`src/rtl/pc_pkg.sv`:
```
// Shared types and sizing for the program-counter sequencer.
package pc_pkg;

  localparam int unsigned PC_W_DEFAULT = 10;
  localparam int unsigned LUT_DEPTH    = 16;
  localparam int unsigned LUT_IDX_W    = $clog2(LUT_DEPTH);
  localparam int unsigned CNT_W        = 16;

  typedef enum logic [1:0] {
    IDLE    = 2'd0,
    RUN     = 2'd1,
    MEMWAIT = 2'd2,
    DONE    = 2'd3
  } pc_state_e;

endpackage

```
`src/rtl/branch_lut.sv`:
```
// Branch target ROM: maps the 4-bit instruction immediate to an absolute PC.
// Program-specific target constants live only in this file.
module branch_lut
  import pc_pkg::*;
#(
  parameter int unsigned PC_W = PC_W_DEFAULT
) (
  input  logic [LUT_IDX_W-1:0] idx_i,
  output logic [PC_W-1:0]      target_o
);

  always_comb begin
    target_o = '0;
    unique case (idx_i)
      4'd0:  target_o = PC_W'(0);
      4'd1:  target_o = PC_W'(8);
      4'd2:  target_o = PC_W'(16);
      4'd3:  target_o = PC_W'(24);
      4'd4:  target_o = PC_W'(32);
      4'd5:  target_o = PC_W'(40);
      4'd6:  target_o = PC_W'(48);
      4'd7:  target_o = PC_W'(56);
      4'd8:  target_o = PC_W'(64);
      4'd9:  target_o = PC_W'(72);
      4'd10: target_o = PC_W'(80);
      4'd11: target_o = PC_W'(88);
      4'd12: target_o = PC_W'(96);
      4'd13: target_o = PC_W'(104);
      4'd14: target_o = PC_W'(112);
      4'd15: target_o = '1;  // last entry always reaches the top of PC space
    endcase
  end

endmodule

```
`src/rtl/pc_ctrl.sv`:
```
// Program-counter sequencer: start/halt, branch redirect via LUT, memory stalls.
// Define BRANCH_COUNT_EN to add the saturating taken-branch counter output.
module pc_ctrl
  import pc_pkg::*;
#(
  parameter int unsigned PC_W     = PC_W_DEFAULT,
  parameter int unsigned MEM_WAIT = 1
) (
  input  logic                 clk,
  input  logic                 reset,
  input  logic                 start,
  input  logic                 branch_en,
  input  logic                 notequal,
  input  logic                 lessthan,
  input  logic [LUT_IDX_W-1:0] lut_idx,
  input  logic                 mem_req,
  input  logic                 halt_req,
  output logic [PC_W-1:0]      prog_ctr,
  output logic                 instr_valid,
  output logic                 stall,
  output logic                 done
`ifdef BRANCH_COUNT_EN
  ,
  output logic [CNT_W-1:0]     taken_cnt
`endif
);

  localparam int unsigned        WAIT_W    = (MEM_WAIT > 1) ? $clog2(MEM_WAIT) : 1;
  localparam logic [WAIT_W-1:0]  WAIT_INIT = WAIT_W'(MEM_WAIT - 1);
  localparam bit                 STALL_EN  = (MEM_WAIT > 0);

  pc_state_e         state_q, state_d;
  logic [PC_W-1:0]   pc_q, pc_d;
  logic [WAIT_W-1:0] wait_q, wait_d;
  logic              iv_q, stall_q, done_q;
  logic [PC_W-1:0]   lut_tgt;

  branch_lut #(.PC_W(PC_W)) u_lut (
    .idx_i    (lut_idx),
    .target_o (lut_tgt)
  );

  // Next-state and next-PC decode; priority in RUN is halt > stall > branch > increment.
  always_comb begin
    state_d = state_q;
    pc_d    = pc_q;
    wait_d  = wait_q;
    unique case (state_q)
      IDLE: begin
        pc_d = '0;
        if (start) state_d = RUN;
      end
      RUN: begin
        if (halt_req) begin
          state_d = DONE;
        end else if (mem_req && STALL_EN) begin
          state_d = MEMWAIT;
          wait_d  = WAIT_INIT;
        end else if (branch_en && (notequal || lessthan)) begin
          pc_d = lut_tgt;
        end else begin
          pc_d = pc_q + PC_W'(1);
        end
      end
      MEMWAIT: begin
        if (wait_q == '0) begin
          pc_d    = pc_q + PC_W'(1);
          state_d = RUN;
        end else begin
          wait_d = wait_q - WAIT_W'(1);
        end
      end
      DONE: begin
        if (start) begin
          pc_d    = '0;
          state_d = RUN;
        end
      end
      default: state_d = IDLE;
    endcase
  end

  // Status flags are registered alongside the state they describe.
  always_ff @(posedge clk) begin
    if (reset) begin
      state_q <= IDLE;
      pc_q    <= '0;
      wait_q  <= '0;
      iv_q    <= 1'b0;
      stall_q <= 1'b0;
      done_q  <= 1'b0;
    end else begin
      state_q <= state_d;
      pc_q    <= pc_d;
      wait_q  <= wait_d;
      iv_q    <= (state_d == RUN);
      stall_q <= (state_d == MEMWAIT);
      done_q  <= (state_d == DONE);
    end
  end

  assign prog_ctr    = pc_q;
  assign instr_valid = iv_q;
  assign stall       = stall_q;
  assign done        = done_q;

`ifdef BRANCH_COUNT_EN
  logic [CNT_W-1:0] cnt_q, cnt_d;
  logic             br_taken, start_ok;

  // A branch only counts when it actually redirects the PC.
  always_comb begin
    br_taken = (state_q == RUN) && !halt_req && !(mem_req && STALL_EN) &&
               branch_en && (notequal || lessthan);
    start_ok = start && ((state_q == IDLE) || (state_q == DONE));
    cnt_d    = cnt_q;
    if (start_ok) begin
      cnt_d = '0;
    end else if (br_taken && (cnt_q != '1)) begin
      cnt_d = cnt_q + CNT_W'(1);
    end
  end

  always_ff @(posedge clk) begin
    if (reset) cnt_q <= '0;
    else       cnt_q <= cnt_d;
  end

  assign taken_cnt = cnt_q;
`endif

endmodule
```
`config.mk`:
```
export PLATFORM = sky130hd
export DESIGN_NAME = pc_ctrl
export DESIGN_NICKNAME = d
export VERILOG_FILES = /design/src/rtl/pc_pkg.sv /design/src/rtl/branch_lut.sv /design/src/rtl/pc_ctrl.sv
export SDC_FILE = /design/constraint.sdc
export NUM_CORES = 1
export LEC_CHECK = 0
export CAP_MARGIN = 10
export CORE_MARGIN = 3
export CORE_UTILIZATION = 47
export DETAILED_ROUTE_END_ITERATION = 10
export PLACE_DENSITY = 0.8
export RECOVER_POWER = 50
export SKIP_LAST_GASP = 1
export SYNTH_ARGS = -nofsm -noshare
export SYNTH_HDL_FRONTEND = slang
export SYNTH_SLANG_ARGS = --single-unit
```
`constraint.sdc`:
```
create_clock -name clk -period 2.3 [get_ports clk]
set_input_delay 0.23 -clock clk [delete_from_list [all_inputs] [get_ports clk]]
set_output_delay 0.23 -clock clk [all_outputs]
set_load 0.05 [all_outputs]
```
After elaboration in Yosys (flattened, before gate mapping). Memories as Yosys holds them, arrays and structs flattened. Cells that the tools add are included.

$add $sub $neg: 2. $mul: 0. Divide/modulo/power cells: 0. Magnitude comparators: 0. Eq/ne operators: 11. Shifts and indexed selects: 0. Multiplexer cells: 15. Bitwise logic cells: 0. Reduce and logical (&&, ||, !) cells: 7.

Operators by type and width (number): two-way mux 10 bit (5); one-hot mux 10 bit (4 select lines) (1); adder 10 x 1 -> 10 bit (second input constant) (1); != test 2 bit (second input constant) (5); == test 2 bit (second input constant) (4); two-way mux 2 bit (4); one-hot mux 2 bit (3 select lines) (1); == test 2 x 1 -> 1 bit (second input constant) (2); AND reduction 4 bit (1); two-way mux 1 bit (3); AND reduction 3 bit (1); logical NOT 2 bit (1); one-hot mux 1 bit (2 select lines) (1); nonzero test 2 bit (1); OR reduction 2 bit (1); logical AND 1 bit (1); logical OR 1 bit (1); subtractor 1 bit (second input constant) (1).

Register bits: 16. Bits in latches: 0. RAM bits: 0. Bits in read-only memories: 160. Input port bits: 12. Output and inout bits: 13. Memories: 1.

Memory list: (name not given) (words 16, width 10, read ports 1, clocked after Yosys merged registers in 0, write ports 0, line branch_lut.sv:14) `unique case (idx_i)`.

Longest topological paths before layout.
Depth in word-level cells: 6. Gate-level depth with buffers: 8. Mapped depth without buffers: 7.

Modules after synthesis. A second synthesis with hierarchy kept.

Cells, all modules: 117. Area, all modules: 972.2 um2.

Modules (own cells, without submodules): pc_ctrl (instances 1, cells each 107, area an instance 895.9 um2); branch_lut (instances 1, cells each 10, area an instance 76.3 um2).

Worst setup path before layout. OpenSTA, ideal clock, no wires.

Path kind: register -> register. Start point: reg pc_q[0] (netlist: prog_ctr[0]). End point: reg pc_q[6] (netlist: prog_ctr[6]). Library setup time: 0.074 ns. Arrival: 1.757 ns. Required time: 2.226 ns. Setup slack: 0.468 ns. Stages on the path, launching flop included: 5. Buffers on the path: 0. Path through: dfxtp_1 > ha_1 > nand4_1 > or4_1 > a31oi_1.

Word-level cells in the longest chain between the ends: 5. Elaborated cells between the ends (all ways): 6. Those cells by class: 1 x add/sub; 5 x mux.

RTL lines: start: declaration (line pc_ctrl.sv:33) `logic [PC_W-1:0] pc_q, pc_d;`; start signal: assignment (line pc_ctrl.sv:94) `pc_q <= pc_d;`; adder 10 x 1 -> 10 bit * (line pc_ctrl.sv:62, pc_ctrl.sv:67); two-way mux 10 bit (line pc_ctrl.sv:59) `end else if (branch_en && (notequal || lessthan)) begin`; two-way mux 10 bit (line pc_ctrl.sv:56) `end else if (mem_req && STALL_EN) begin`; two-way mux 10 bit (line pc_ctrl.sv:54) `if (halt_req) begin`; one-hot mux 10 bit (4 select lines) * (line pc_ctrl.sv:48) `unique case (state_q)`.

Every way passes the cells marked *; elsewhere a longest branch is shown, timed or not. The select of a mux whose other input is x is not followed. A chain may end at the register's enable or synchronous reset.

Final worst setup path.
Start point: reg state_q[0]. End point: reg pc_q[9] (netlist: prog_ctr[9]).

Word-level cells in the longest chain between the ends: 3. Elaborated cells between the ends (all ways): 10. Those cells by class: 7 x eq/ne; 1 x mux; 2 x reduce/logical.

RTL lines: start: declaration (line pc_ctrl.sv:32) `pc_state_e state_q, state_d;`; start signal: assignment (line pc_ctrl.sv:93) `state_q <= state_d;`; == test 2 bit / == test 2 x 1 -> 1 bit (equally long branches) (line pc_ctrl.sv:48); != test 2 bit (no source line); AND reduction 4 bit (no source line).

Parallel ways exist; a longest one is shown, timed or not.

==> results.md <==
* Run status: completed
* Storage cell area at 300 um^2
* Worst-Skew Late Latency at 0.28 ns
* Leakage Power at 0.452 nW
* Number of synthesized flops with an enable pin at 0
* Pin count of the biggest net entering global routing at 17
* Setup violations, final at 0
* RSZ-0062 raised after global routing: false
* Total CTS buffers at 3
* Predominant post-synthesis flop cell: dfxtp_1
* Cell Rows at 15
* Crit Path Class: reg -> reg
* Synth warn at 0
* Vias in the first global route at 919
* PortBufs at 24
* CTS max path bufs at 2
* Crit path DAT at 2.20 ns
* Worst Hold End: prog_ctr[4]$_SDFFE_PP0P_
* Measured slew at the worst slew-check pin at 0.515 ns
* Placed insts at 160
* Cell area after synthesis at between 900 and 1000 um^2
* First-pass GRT wire length at around 3.7 mm
* Top cell type's share of synthesized area at 32.9%
* Req. time, crit path at 2.54 ns
* Tcrit/Tclk final at a little under nine tenths
* Clock Skews at 0.000354 ns
* CTS tree: done
* Die area at about 2500 um^2
* Layout cells sized above 1 at 7.19%
* Fin. max-slew vios at 0
* Initial Utilization at 51.2%
* Peak supply drop at 0.000499 V
* Hold Fails Final Rpt at 0
* Cell taking the most area after synthesis: dfxtp_1
* Finished Layout Cells at 164
* Area growth syn-to-layout at 31.4%
* Tmin final at 1.96 ns
* CTS resizes at 0
* Mapped Cells at roughly 110
* Max cap viols at 0
* Die Ht at 50.1 um
* Root buffer cell: clkbuf_4
* Number of synthesized register bits at 15
* CP Launch Type: register
* Hold Path Origin: prog_ctr[4]$_SDFFE_PP0P_
* Vias per cell at 5.84
* NumNets Final at 156
* Dpl cell area at 1180 um^2
* Post-Syn Nets at 130
* Diode count at 0
* Seq/Total Area, Yosys at 32.9%
* Count leader, synth: dfxtp_1
* Initial antenna violation count at 0
* Pwr Density at 812 nW/um^2
* DRC at 0
* Grt total ovfl at 0
* Min Hold Slack at 0.503 ns
* R2r setup slk at 0.34 ns
* FILL cells at about 150
* H-tree depth at 1
* Detail Placement HPWL at around 1.6 mm
* Final setup TNS at 0 ns
* Slew HR at 65.4%
* Clock sink total at 15
* FF-to-FF End: prog_ctr[9]$_SDFFE_PP0P_
* DRT iter0 DRCs at 36
* Chip width at 50.1 um
* Worst-path clk slew at approximately 0.090 ns
* Area occupied by multi-input gates at 578 um^2
* Via count at 958
* Final Instance Area at 1200 um^2
* Most area-consuming cells after synthesis: dfxtp_1 33%, a21oi_1 6.0%, o21ai_0 6.0%
* HP Class: reg -> reg
* DR WL/cell at around 13 um
* Synthesized area per cell at 8.01 um^2
* Worst hold path depth at 2
* Post-synth cell types at 33
* Worst Reg-to-Reg Cells at 6
* Worst Path Max Fanout at 12
* List of most frequent post-synthesis cells: 15 x dfxtp_1, 11 x a21oi_1, 11 x o21ai_0, 8 x nor2_1
* Async set or reset register ratio after synthesis at 0%
* Num ports at 25
* Worst r2r src: state_q[0]$_SDFF_PP0_
* # hold bufs at CTS at 0
* CORE AREA at roughly 1800 um^2
* Routed Antenna Nets at 0
* Gr usage total at 18.6%
* TritonRoute pass-1 iters at 4
* Final RePlAce weighted congestion at roughly 0.8
* F_max at 510 MHz
* Critical Path End Type: register
* Routed WL at 2.15 mm
* Postcts setup bufs at 0
-- registers in the layout, summed over array words and instances, names as in the netlist --
signal,count
prog_ctr,10
stall,1
done,1
state_q,2
instr_valid,1
-- routing by layer --
| metal | part of all wire (%) | global-route usage, % | vias to the layer above |
|---|---|---|---|
| met4 | 1.8 | 9.22 | 0 |
| li1 | - | - | 467 |
| met5 | 0 | 0 | - |
| met3 | 7.1 | 3.32 | 5 |
| met1 | 44 | 23.4 | 440 |
| met2 | 47 | 30.2 | 46 |
-- layout make-up --
cell class / instances / area share [%]
tap: 25 / 2.61
sequential: 15 / 25.0
clock buffer: 3 / 1.88
inverter: 4 / 1.25
timing repair buffer: 25 / 20.6
clock inverter: 1 / 0.417
multi-input combinational: 91 / 48.2
-- report_power, final --
group / leakage, nW / total, mW / switching [mW] / internal [mW]
clock network: 0.0177 / 0.153 / 0.0888 / 0.0646
logic: 0.312 / 0.494 / 0.312 / 0.181
registers: 0.122 / 0.328 / 0.0307 / 0.297
total: 0.452 / 0.974 / 0.432 / 0.543
-- cell families (layout without fill, tap and decap cells) --
| logic type | count (synthesis) | after routing | share of synthesized area, % |
|---|---|---|---|
| flops | 15 | 15 | 32.9 |
| fa+ha+maj | 4 | 4 | 5.48 |
| simple gates | 45 | 45 | 27.3 |
| compound gates | 38 | 38 | 27.3 |
| xor+xnor | 4 | 4 | 3.84 |
| buf+inv | 8 | 33 | 3.29 |
-- how the worst max path moves through the flow --
| stage | from | end | slack, ns | cells after the start |
|---|---|---|---|---|
| after global placement | mem_req | prog_ctr[9]$_SDFFE_PP0P_ | 0.42 | 6 |
| after detailed placement | mem_req | prog_ctr[9]$_SDFFE_PP0P_ | 0.39 | 6 |
| after CTS | state_q[1]$_SDFF_PP0_ | prog_ctr[9]$_SDFFE_PP0P_ | 0.37 | 7 |
| after global routing | state_q[0]$_SDFF_PP0_ | prog_ctr[9]$_SDFFE_PP0P_ | 0.22 | 6 |
| after floorplan | prog_ctr[0]$_SDFFE_PP0P_ | prog_ctr[6]$_SDFFE_PP0P_ | 0.47 | 4 |
| final | state_q[0]$_SDFF_PP0_ | prog_ctr[9]$_SDFFE_PP0P_ | 0.34 | 6 |
-- stage by stage --
stage               power [mW]  setup slack, ns  util (%)
floorplan                0.708            0.468         -
global placement         0.828            0.423      66.0
detailed placement       0.837            0.390      66.0
CTS                      0.990            0.372      67.6
global route              1.04            0.219      67.3
finish                   0.974            0.340      67.3
-- cell usage in the layout (no fill, tap or decap), types with 2 or more instances in the layout --
cell and n:
clkdlybuf4s50_1 16, dfxtp_1 15, o21ai_0 11, a21oi_1 11
nor2_1 8, dlygate4sd3_1 8, nor2b_1 6, nand2_1 6
nor3_1 5, inv_1 4, nand3_1 4, ha_1 4
o21a_1 3, and2_1 3, nand2b_1 3, o32ai_1 3
clkbuf_4 3, o31ai_1 2, a22oi_1 2, nand4_1 2
and3_1 2, xnor2_1 2, a31oi_1 2, xor2_1 2
-- worst max-delay path, cell delays in order (launching register included) --
cell and delay [ns]:
dfxtp_1 0.43, ha_1 0.44, or2_2 0.20, o31ai_1 0.12
or4_4 0.47, a31oi_1 0.16, a21o_1 0.10
Note: power is estimated with default switching activity, not from simulation.
